===== src/rtl/progc_pkg.sv =====
// Shared types and constants for the program-counter generator.
package progc_pkg;

    typedef enum logic [1:0] {
        BOOT = 2'd0,
        RUN  = 2'd1,
        TRAP = 2'd2
    } pc_state_t;

    typedef enum logic [1:0] {
        SEL_BR   = 2'd0,
        SEL_JAL  = 2'd1,
        SEL_JALR = 2'd2
    } tgt_sel_t;

    localparam int PC_INC = 4;

endpackage


===== src/rtl/pc_tgt.sv =====
// Redirect target adder: pc-relative for branch/jal, register-relative for jalr.
module pc_tgt
    import progc_pkg::*;
#(
    parameter int n = 32
) (
    input  logic        [n-1:0] pcOut,
    input  logic        [n-1:0] rs1,
    input  logic signed [n-1:0] imm,
    input  tgt_sel_t            sel,
    output logic        [n-1:0] target,
    output logic                misaligned
);

    logic signed [n-1:0] base;
    logic signed [n-1:0] sum;

    always_comb begin
        base = (sel == SEL_JALR) ? signed'(rs1) : signed'(pcOut);
        sum  = base + imm;
        // jalr drops bit 0 of the computed address; other targets pass through
        if (sel == SEL_JALR) begin
            target = {sum[n-1:1], 1'b0};
        end else begin
            target = sum;
        end
        misaligned = target[1];
    end

endmodule


===== src/rtl/pc_gen.sv =====
// Program counter generator: BOOT/RUN/TRAP sequencing, stall-aware increment,
// prioritised redirects and misaligned-target trapping.
module pc_gen
    import progc_pkg::*;
#(
    parameter int           n         = 32,
    parameter logic [n-1:0] RESET_VEC = '0,
    parameter logic [n-1:0] TRAP_VEC  = n'('h40)
) (
    input  logic         clock,
    input  logic         reset,
    input  logic         incr,
    input  logic         brnch,
    input  logic         jmp,
    input  logic         jmplr,
    input  logic [n-1:0] imm,
    input  logic [n-1:0] rs1,
    input  logic         fetchRdy,
    input  logic         trapClr,
    output logic [n-1:0] pcOut,
    output logic         pcValid,
    output logic [n-1:0] pcPlus4,
    output logic         misalign,
    output logic [n-1:0] badAddr
);

    pc_state_t   state;
    tgt_sel_t    sel;
    logic        redirect;
    logic [n-1:0] target;
    logic        tgt_mis;

    always_comb begin
        sel = SEL_BR;
        if (jmplr) begin
            sel = SEL_JALR;
        end else if (jmp) begin
            sel = SEL_JAL;
        end
        redirect = jmplr | jmp | brnch;
    end

    pc_tgt #(.n(n)) u_tgt (
        .pcOut      (pcOut),
        .rs1        (rs1),
        .imm        (imm),
        .sel        (sel),
        .target     (target),
        .misaligned (tgt_mis)
    );

    assign pcPlus4 = pcOut + n'(PC_INC);

    always_ff @(posedge clock or posedge reset) begin
        if (reset) begin
            state    <= BOOT;
            pcOut    <= RESET_VEC;
            badAddr  <= '0;
            pcValid  <= 1'b0;
            misalign <= 1'b0;
        end else begin
            case (state)
                BOOT: begin
                    state   <= RUN;
                    pcValid <= 1'b1;
                end
                RUN: begin
                    if (redirect) begin
                        // a target off a word boundary never reaches pcOut
                        if (tgt_mis) begin
                            state    <= TRAP;
                            badAddr  <= target;
                            pcValid  <= 1'b0;
                            misalign <= 1'b1;
                        end else begin
                            pcOut <= target;
                        end
                    end else if (incr && fetchRdy) begin
                        pcOut <= pcPlus4;
                    end
                end
                TRAP: begin
                    if (trapClr) begin
                        state    <= RUN;
                        pcOut    <= TRAP_VEC;
                        pcValid  <= 1'b1;
                        misalign <= 1'b0;
                    end
                end
                default: begin
                    state    <= BOOT;
                    pcValid  <= 1'b0;
                    misalign <= 1'b0;
                end
            endcase
        end
    end

endmodule


===== config.mk =====
export PLATFORM = sky130hd
export DESIGN_NAME = pc_gen
export DESIGN_NICKNAME = d
export VERILOG_FILES = /design/src/rtl/progc_pkg.sv /design/src/rtl/pc_tgt.sv /design/src/rtl/pc_gen.sv
export SDC_FILE = /design/constraint.sdc
export NUM_CORES = 1
export LEC_CHECK = 0
export BUFFER_PORTS_ARGS = -buffer_cell sky130_fd_sc_hd__buf_2
export CAP_MARGIN = 20
export CORE_ASPECT_RATIO = 0.9
export CORE_MARGIN = 2
export CORE_UTILIZATION = 57
export CTS_CLUSTER_DIAMETER = 30
export DETAILED_ROUTE_END_ITERATION = 7
export GPL_ROUTABILITY_DRIVEN = 0
export PLACE_DENSITY = 0.89
export SLEW_MARGIN = 25
export SYNTH_ARGS = -nofsm -noshare
export SYNTH_HDL_FRONTEND = slang
export SYNTH_SLANG_ARGS = --single-unit
export TNS_END_PERCENT = 1

===== constraint.sdc =====
create_clock -name clock -period 7.69 [get_ports clock]
set_input_delay 0.3845 -clock clock [delete_from_list [all_inputs] [get_ports clock]]
set_output_delay 0.3845 -clock clock [all_outputs]
set_load 0.005 [all_outputs]

Yosys cells after proc, flatten, opt, wreduce, memory -nomap -nowiden:

Cells that the tools add are included.
W data, S select, Z words.

* memories: 0
* bits in registers: 68
* input bits: 72
* bits in latches: 0
* memory bits (read-only): 0
* logic and storage cells: 46
* memory bits (writable): 0

* shifts and indexed selects: 0
* multiplexer cells: 21
* div/mod/pow operators: 0
* reductions and logical operators: 7
* $add $sub $neg: 2
* order comparisons: 0
* eq/ne operators: 8
* $mul: 0
* bitwise operators: 3

Operators by type and width (count)
* $mux W32: 5
* $pmux W32 S2: 1
* $add A32 B3 Y32 const B: 1
* $add A32 B32 Y32: 1
* $mux W1: 8
* $mux W2: 4
* $reduce_and A4 Y1: 2
* $ne A2 B2 Y1 const B: 3
* $ne A3 B3 Y1 const B: 2
* $pmux W1 S3: 2
* $pmux W2 S3: 1
* $reduce_and A3 Y1: 2
* $eq A2 B2 Y1 const B: 2
* $eq A2 B1 Y1 const B: 1
* $logic_not A2 Y1: 1
* $or A1 B1 Y1: 2
* $reduce_bool A2 Y1: 1
* $logic_and A1 B1 Y1: 1
* $not A1 Y1: 1

Logic depth before layout (Yosys ltp):

Gate-level depths: netlist of run 1.

* depth in word-level cells: 9
* gate-level depth with buffers: 13

Cells and area by module:

A second synthesis of run 1 with hierarchy kept.

* cells, all modules: 687
* area, all modules: 6158.4 sq um

By module, submodules not included
* pc_gen: cells an instance 380, area an instance 3782.4 sq um, instances 1
* pc_tgt: cells an instance 307, area an instance 2376.0 sq um, instances 1

Worst setup path before layout of run 1:

No wires, ideal clock.

* path kind: input to register
* start: input port jmplr
* end: register badAddr[31]
* library setup time: 69 ps
* path buffers: 3
* stages on the path: 13
* data arrival time: 3546 ps
* slack: 4075 ps
* cells stage by stage: clkbuf_1 -> clkbuf_1 -> mux2_2 -> ha_1 -> buf_6 -> and3_4 -> or3b_1 -> inv_1 -> a211o_1 -> a311o_2 -> a41o_1 -> or4_1 -> nand3_1

* word-level cells in the longest chain between the ends: 5
* elaborated cells between the ends (all ways): 7
* classes of those cells: 1 x add/sub; 1 x eq/ne; 2 x mux; 2 x bitwise; 1 x reduce/logical

RTL lines
* from (decl): RTL line pc_gen.sv:15 `input logic jmplr,`
* $mux W2: RTL line pc_gen.sv:35 `if (jmplr) begin`
* $eq A2 B2 Y1: RTL line pc_tgt.sv:19 `base = (sel == SEL_JALR) ? signed'(rs1) : signed'(pcOut);`
* $mux W32: RTL line pc_tgt.sv:19
* $add A32 B32 Y32: RTL line pc_tgt.sv:20 `sum = base + imm;`
* $reduce_and A3 Y1 (no source line)
* to (signal assigned): RTL line pc_gen.sv:72 `badAddr <= target;`
* to (decl): RTL line pc_gen.sv:24 `output logic [n-1:0] badAddr`

Parallel ways exist; a longest one is shown, timed or not.
A chain may end at the register's enable or synchronous reset.

Worst setup path in the final report of run 1:

* start: input port jmplr
* end: register pcOut[20]

* word-level cells in the longest chain between the ends: 7
* elaborated cells between the ends (all ways): 12
* classes of those cells: 1 x add/sub; 3 x eq/ne; 5 x mux; 2 x bitwise; 1 x reduce/logical

RTL lines
* $mux W2: RTL line pc_gen.sv:35
* $eq A2 B2 Y1: RTL line pc_tgt.sv:19
* $mux W32: RTL line pc_tgt.sv:19
* $add A32 B32 Y32: RTL line pc_tgt.sv:20
* $mux W32: RTL line pc_gen.sv:70 `if (tgt_mis) begin`
* $mux W32: RTL line pc_gen.sv:68 `if (redirect) begin`
* $pmux W32 S2: RTL line pc_gen.sv:62 `case (state)`
* to (signal assigned): RTL line pc_gen.sv:76 `pcOut <= target;`
* to (signal assigned): RTL line pc_gen.sv:79 `pcOut <= pcPlus4;`
* to (decl): RTL line pc_gen.sv:20 `output logic [n-1:0] pcOut,`

Parallel ways exist; a longest one is shown, timed or not. The select of a mux whose other input is x is not followed.

==> results of run 1 <==
## tightest hold or removal path: cells and delay by family
| kind | cells | cell delay (ns) |
|---|---|---|
| buffers and inverters | 3 | 0.79 |
## cell families after synthesis
family                     share of synthesized area [%]
and+or+nand+nor                                     19.3
xor gates and xnor gates                            9.12
adders and majority gates                           8.22
DFF                                                 29.6
AOI/OAI and AO/OA                                   23.4
other                                             0.0673
muxes                                               6.20
buffers and inverters                               4.09
## cell usage in the layout (no fill, tap or decap), types with 10 or more instances in the layout
| cell type | synthesis | final |
|---|---|---|
| inv_1 | 16 | 15 |
| dfrtp_1 | 66 | 66 |
| ha_1 | 35 | 35 |
| o21ai_0 | 78 | 78 |
| xor2_1 | 27 | 27 |
| a21o_1 | 11 | 11 |
| nor2_1 | 34 | 34 |
| o21ai_1 | 18 | 18 |
| nand3_1 | 11 | 10 |
| clkbuf_8 | 0 | 10 |
| nor3_1 | 16 | 15 |
| buf_2 | 2 | 167 |
| xnor2_1 | 31 | 31 |
| and3_1 | 17 | 17 |
| mux2_2 | 28 | 28 |
| nand2_1 | 93 | 93 |
| a21oi_1 | 51 | 51 |
## worst max-delay path by stage
| stage | startpoint | end | slack (ns) | cells past startpoint |
|---|---|---|---|---|
| floorplan | jmplr | badAddr[31] | 4.08 | 13 |
| global placement | jmplr | pcOut[20] | 2.93 | 12 |
| detailed placement | jmplr | pcOut[20] | 2.74 | 12 |
| CTS | jmplr | pcOut[20] | 3.09 | 12 |
| global route | jmplr | pcOut[10] | 2.71 | 11 |
| finish | jmplr | pcOut[20] | 2.97 | 12 |
## power groups by stage
| stage | clock (mW) | sequential, mW | combinational (mW) |
|---|---|---|---|
| after CTS | 0.296 | 0.710 | 1.49 |
| after detailed placement | 0 | 0.713 | 1.48 |
| after global placement | 0 | 0.703 | 1.42 |
| after global routing | 0.317 | 0.743 | 1.67 |
| after floorplan | 0 | 0.675 | 0.986 |
| final | 0.301 | 0.719 | 1.52 |
## final cells by class
cell class	count	area, sq um	share of cell area [%]
well taps	126	158	2.38
multi-input cells	565	3710	56.1
clock inverters	3	40.0	0.605
flip-flops and latches	66	1650	25.0
repair buffers	169	851	12.9
clock buffers	12	145	2.19
inverters	16	60.1	0.907
## cell usage after synthesis (all sizes together) (3+ instances only)
cell type  count
nor4           6
and2           8
a21oi         52
mux2i          3
buf            8
ha            35
o21a           4
o21ai         96
nor2b          4
nor3          16
a31oi          8
a211oi         6
a21o          12
nand2b         5
o221ai         5
and4           7
nand4          8
a22oi          7
nand2         93
mux2          28
a211o          3
xor2          27
nor2          36
xnor2         31
nand3         11
dfrtp         66
inv           16
clkbuf        28
o211ai         3
and3          19
## routing by layer
layer  vias up  routed length, um  track usage, %
met5         -                  0               0
met4         0                832            17.0
met3        94               1920            5.81
met2       433               7920            51.3
met1      2789               7090            45.8
li1       2762                  -               -
## metrics by stage
stage | setup WS, ns | instances
floorplan | 4.08 | 683
global placement | 2.93 | 942
detailed placement | 2.74 | 942
CTS | 3.09 | 957
global route | 2.71 | 957
finish | 2.97 | 957
## state kept, by name (all words and copies together), names as in the netlist
register  cells
misalign      1
pcOut        31
badAddr      32
state         2
==> summary.md, run 1 <==
| Metric | Value |
|---|---|
| Status | completed |
| Avg Synthesized Cell Area | 8.17 sq um |
| DIE AREA | 10600 sq um |
| FF-to-FF setup slack | 3.40 ns |
| #FFs+latches synth | 66 |
| Leading register cell type out of synthesis | dfrtp_1 |
| Worst R2R Start | pcOut[0] |
| # clock sinks | 66 |
| Clk Latency, worst-skew pair | 0.36 ns |
| Critical R2R Capture | pcOut[20] |
| Post-CTS Setup Inserts | 0 |
| Largest net degree at the start of global routing | 67 |
| Fill cells | 803 |
| Async set-or-reset flop fraction in the synthesized netlist | 100% |
| Final hold viol count | 0 |
| Area post-placement | 6430 sq um |
| Root buf cell | clkbuf_8 |
| DR iter-0 viols | 657 |
| Syn. warnings | 0 |
| Sw Ratio | 48.5% |
| Top-level port count | 170 |
| Pwr Density | 384 nW/um^2 |
| Routed wire length | 17800 um |
| Initial antenna violation count | 0 |
| First-pass iteration count of the detailed router | 7 |
| Leak pwr | 3.21 nW |
| Yosys top cell area share | 29.6% |
| Clk buf depth | 2 |
| Global-route total usage across every layer | 33.5% |
| Combinational power share | 59.9% |
| TritonCTS Buffers | 9 |
| Buf/Inv on CP | 1 |
| Total of max-cap violations | 0 |
| Number of flops mapped to enable cells by yosys | 0 |
| Tcrit/Tclk final | 61.4% |
| DRC errors left | 0 |
| Core Region | 9570 sq um |
| Final net count | 935 |
| Seq/Total Area, Yosys | 29.6% |
| GRT overflow | 0 |
| Setup violations, final | 0 |
| Flop pwr share | 28.3% |
| Initial core utilization | 58.2% |
| Hold WC Path Type | input pin to asynchronous set/reset pin |
| Synth area leader | dfrtp_1 |
| Vias per cell | 6.35 |
| CTS H-tree lvls | 3 |
| Final Skew | 0.0148 ns |
| Die width | 108 um |
| ANT nets after route | 0 |
| WP data arrival | 4.98 ns |
| CP required | 7.95 ns |
| Minimum clock period | 4.72 ns |
| Worst-path clk slew | 0.07 ns |
| Worst IR Drop VDD | 0.000185 V |
| Worst slew pin tran | 1.04 ns |
| CTS tree | built |
| CP Launch Type | input pin |
| Critical path class | input pin to flop |
| # diodes | 0 |
| Vias | 6078 |
| Row count | 34 |
| CP Max Fanout | 39 |
| First-pass GRT wire length | 28200 um |
| CP Capture Type | flop |
| CTS resizes | 0 |
| Total Power | 2.54 mW |
| Delay-heaviest family, CP | compound AO/OA/AOI/OAI gates |
| Number of buffers added on ports | 167 |
| Fraction of layout cells with a size suffix above 1 | 27.2% |
| Synth unique cells | 66 |
| Cell Chain, Critical Path | buf_2 > mux2_2 > ha_1 > fa_1 > o31ai_1 > o21ai_1 > a211oi_2 > nand2b_1 > nor2_2 > a21o_1 > a21oi_1 > o21ai_0 |
| Slowest CP cell | a211oi_2 |
| Sum Neg Setup Slack | 0 ns |
| Die Ht | 97.8 um |
| Vias in the first global route | 5776 |
| Unrepaired setup endpoints after global routing | no |
| Fin area | 6620 sq um |
| Area growth from synthesis to layout | 18.8% |
| Core Util, Final | 69.2% |
| Cells taking the most area after synthesis | dfrtp_1, ha_1, o21ai_0 |
| Slew Viols, Final | 0 |
| Drt wl/cell | 18.6 um |
| Hold Buf Count CTS | 0 |
| Hpwl dp | 13200 um |
| Synth Instances | 682 |
| Switch Pwr | 1.23 mW |
| Crit-path max cell delay | 0.93 ns |
| Clock power share | 11.9% |
| Hold WS | 0.291 ns |
| Relative max-transition margin | 30.5% |
| Post-Syn Area | 5570 sq um |
| Fmax | 212 MHz |
| Internal | 1.31 mW |
| R2R depth | 11 |
Note: power is estimated with default switching activity, not from simulation.
==> run 2, diff against run 1 <==
Settings changed: CORE_UTILIZATION 57 to 53, PLACE_DENSITY 0.89 to 0.84.
Clock period 7.69 ns to 4.8 ns, I/O delays scaled along.
==> run 2 against run 1 <==
Register-to-register slack worse by 2.3 ns. Flip-flop and latch count unchanged. Largest cell class unchanged. Sequential share of layout area down 0.39 points. First-iteration DRC count down 0.15%. Power up 66%. Via count down 0.20%.
==> summary.md, run 2 (synthesis gave the netlist of run 1 again) <==
| Metric | Value |
|---|---|
| Die Ht | 101 um |
| Fraction of layout cells with a size suffix above 1 | 27.5% |
| FF-to-FF setup slack | 1.06 ns |
| Vias | 6066 |
| Critical path class | input pin to flop |
| CTS tree | built |
| CP Max Fanout | 23 |
| Largest Register | badAddr |
| Worst R2R Start | pcOut[0] |
| DIE AREA | 11300 sq um |
| Delay-heaviest family, CP | compound AO/OA/AOI/OAI gates |
| Root buf cell | clkbuf_16 |
| Leak pwr | 3.27 nW |
| Buf/Inv on CP | 1 |
| TritonCTS Buffers | 9 |
| Row count | 35 |
| Pwr Density | 626 nW/um^2 |
| Die width | 112 um |
| Pre-CTS setup slack | 0.765 ns |
| Number of buffers added on ports | 167 |
| R2R depth | 11 |
| First-pass iteration count of the detailed router | 8 |
| CP Launch Type | input pin |
| CP Capture Type | flop |
| Status | completed |
| Worst-path clk slew | 0.06 ns |
| Unrepaired setup endpoints after global routing | no |
| Core Util, Final | 65.6% |
| Final setup margin | 1.01 ns |
| Drt wl/cell | 18.4 um |
| DRC errors left | 0 |
| Placed cell count | 949 |
| Post-CTS Setup Inserts | 0 |
| Hold WC Path Type | input pin to asynchronous set/reset pin |
| Hold Buf Count CTS | 0 |
| Largest regs | badAddr (32), pcOut (31), state (2) |
| Setup violations, final | 0 |
| Clk Latency, worst-skew pair | 0.33 ns |
| CP required | 5.04 ns |
| Largest net degree at the start of global routing | 41 |
| Area growth from synthesis to layout | 20.7% |
| Relative max-transition margin | 52.0% |
| Final Skew | 0.00730 ns |
| Total of max-cap violations | 0 |
| CTS H-tree lvls | 3 |
| Routed wire length | 17800 um |
| First-pass GRT wire length | 28300 um |
| Critical R2R Capture | pcOut[31] |
| Worst slew pin tran | 0.719 ns |
| WP data arrival | 4.03 ns |
| Initial antenna violation count | 0 |
| Global-route total usage across every layer | 30.8% |
| Most frequent cells in the layout | buf_2, nand2_1, o21ai_0, dfrtp_1, a21oi_1 |
| Total Power | 4.21 mW |
| Slowest CP cell | a211o_1 |
| # diodes | 0 |
| Clk buf depth | 2 |
| Max reg flops | 32 |
| Area post-placement | 6460 sq um |
| Fill cells | 872 |
| Core Region | 10200 sq um |
| DR iter-0 viols | 656 |
| Hold WS | 0.00121 ns |
| # clock sinks | 66 |
| Crit-path max cell delay | 0.57 ns |
| Slew Viols, Final | 0 |
| CTS resizes | 0 |
| Top-level port count | 170 |
| Cell Chain, Critical Path | buf_2 > mux2_2 > ha_1 > fa_1 > o31ai_1 > o21ai_1 > a211o_1 > nor2_4 > nand2_1 > nor4_1 > a31oi_1 > o211ai_1 |
| ANT nets after route | 0 |
| Hpwl dp | 13600 um |
| Vias in the first global route | 5705 |
| Initial core utilization | 54.4% |
| Fin area | 6730 sq um |
| Final std cells w/o fill | 965 |
| Tcrit/Tclk final | 79.0% |
| Minimum clock period | 3.79 ns |
| GRT overflow | 0 |
| Final hold viol count | 0 |
| Worst IR Drop VDD | 0.000289 V |
| Sum Neg Setup Slack | 0 ns |
| Final net count | 939 |
| Commonest non-fill, non-tap cell in the layout | buf_2 |
| Vias per cell | 6.29 |
| Fmax | 264 MHz |
-- run 2: cell count changes in the layout (fill, tap and decap cells not counted), sizes merged --
cell / previous run / this run
buf: 169 / 173
clkinv: 2 / 3
clkbuf: 12 / 13
bufinv: 1 / 0
-- run 2: per-layer routing --
metal	GRT usage [%]	wire length, um
met1	40.8	7340
met2	51.6	8060
met3	5.33	1820
met4	11.3	575
met5	0	0
-- run 2: area by class of cell --
| type | instances | area [sq um] | share of cell area [%] |
|---|---|---|---|
| Clock buffer | 13 | 250 | 3.72 |
| Clock inverter | 3 | 15.0 | 0.223 |
| Inverter | 16 | 60.1 | 0.893 |
| Multi-Input combinational cell | 565 | 3710 | 55.1 |
| Sequential cell | 66 | 1650 | 24.6 |
| Tap cell | 129 | 161 | 2.40 |
| Timing Repair Buffer | 173 | 881 | 13.1 |
-- run 2: how the worst max path moves through the flow --
stage          start           to  slack, ns  cells past startpoint
3_3_place_gp   jmplr    pcOut[31]       0.92                     12
3_5_place_dp   jmplr    pcOut[31]       0.76                     12
4_1_cts        jmplr    pcOut[31]       1.08                     12
6_report       jmplr    pcOut[31]       1.01                     12
5_1_grt        jmplr    pcOut[31]       0.84                     12
2_1_floorplan  jmplr  badAddr[31]       1.33                     13
-- run 2: worst register-to-register path, delay by kind of cell, from the launching register on --
| family | cells | cell delay (ns) |
|---|---|---|
| adder cells (fa/ha/maj) | 2 | 0.72 |
| multiplexers | 1 | 0.28 |
| AO/OA/AOI/OAI | 5 | 1.13 |
| flip-flops | 1 | 0.41 |
| AND/OR/NAND/NOR | 3 | 1.13 |
-- run 2: report_power, final --
| part | switching [mW] | internal, mW | leakage [nW] |
|---|---|---|---|
| Clock | 0.245 | 0.362 | 0.133 |
| Sequential | 0.326 | 0.830 | 0.818 |
| Combinational | 1.42 | 1.03 | 2.32 |
| Total | 1.99 | 2.22 | 3.27 |
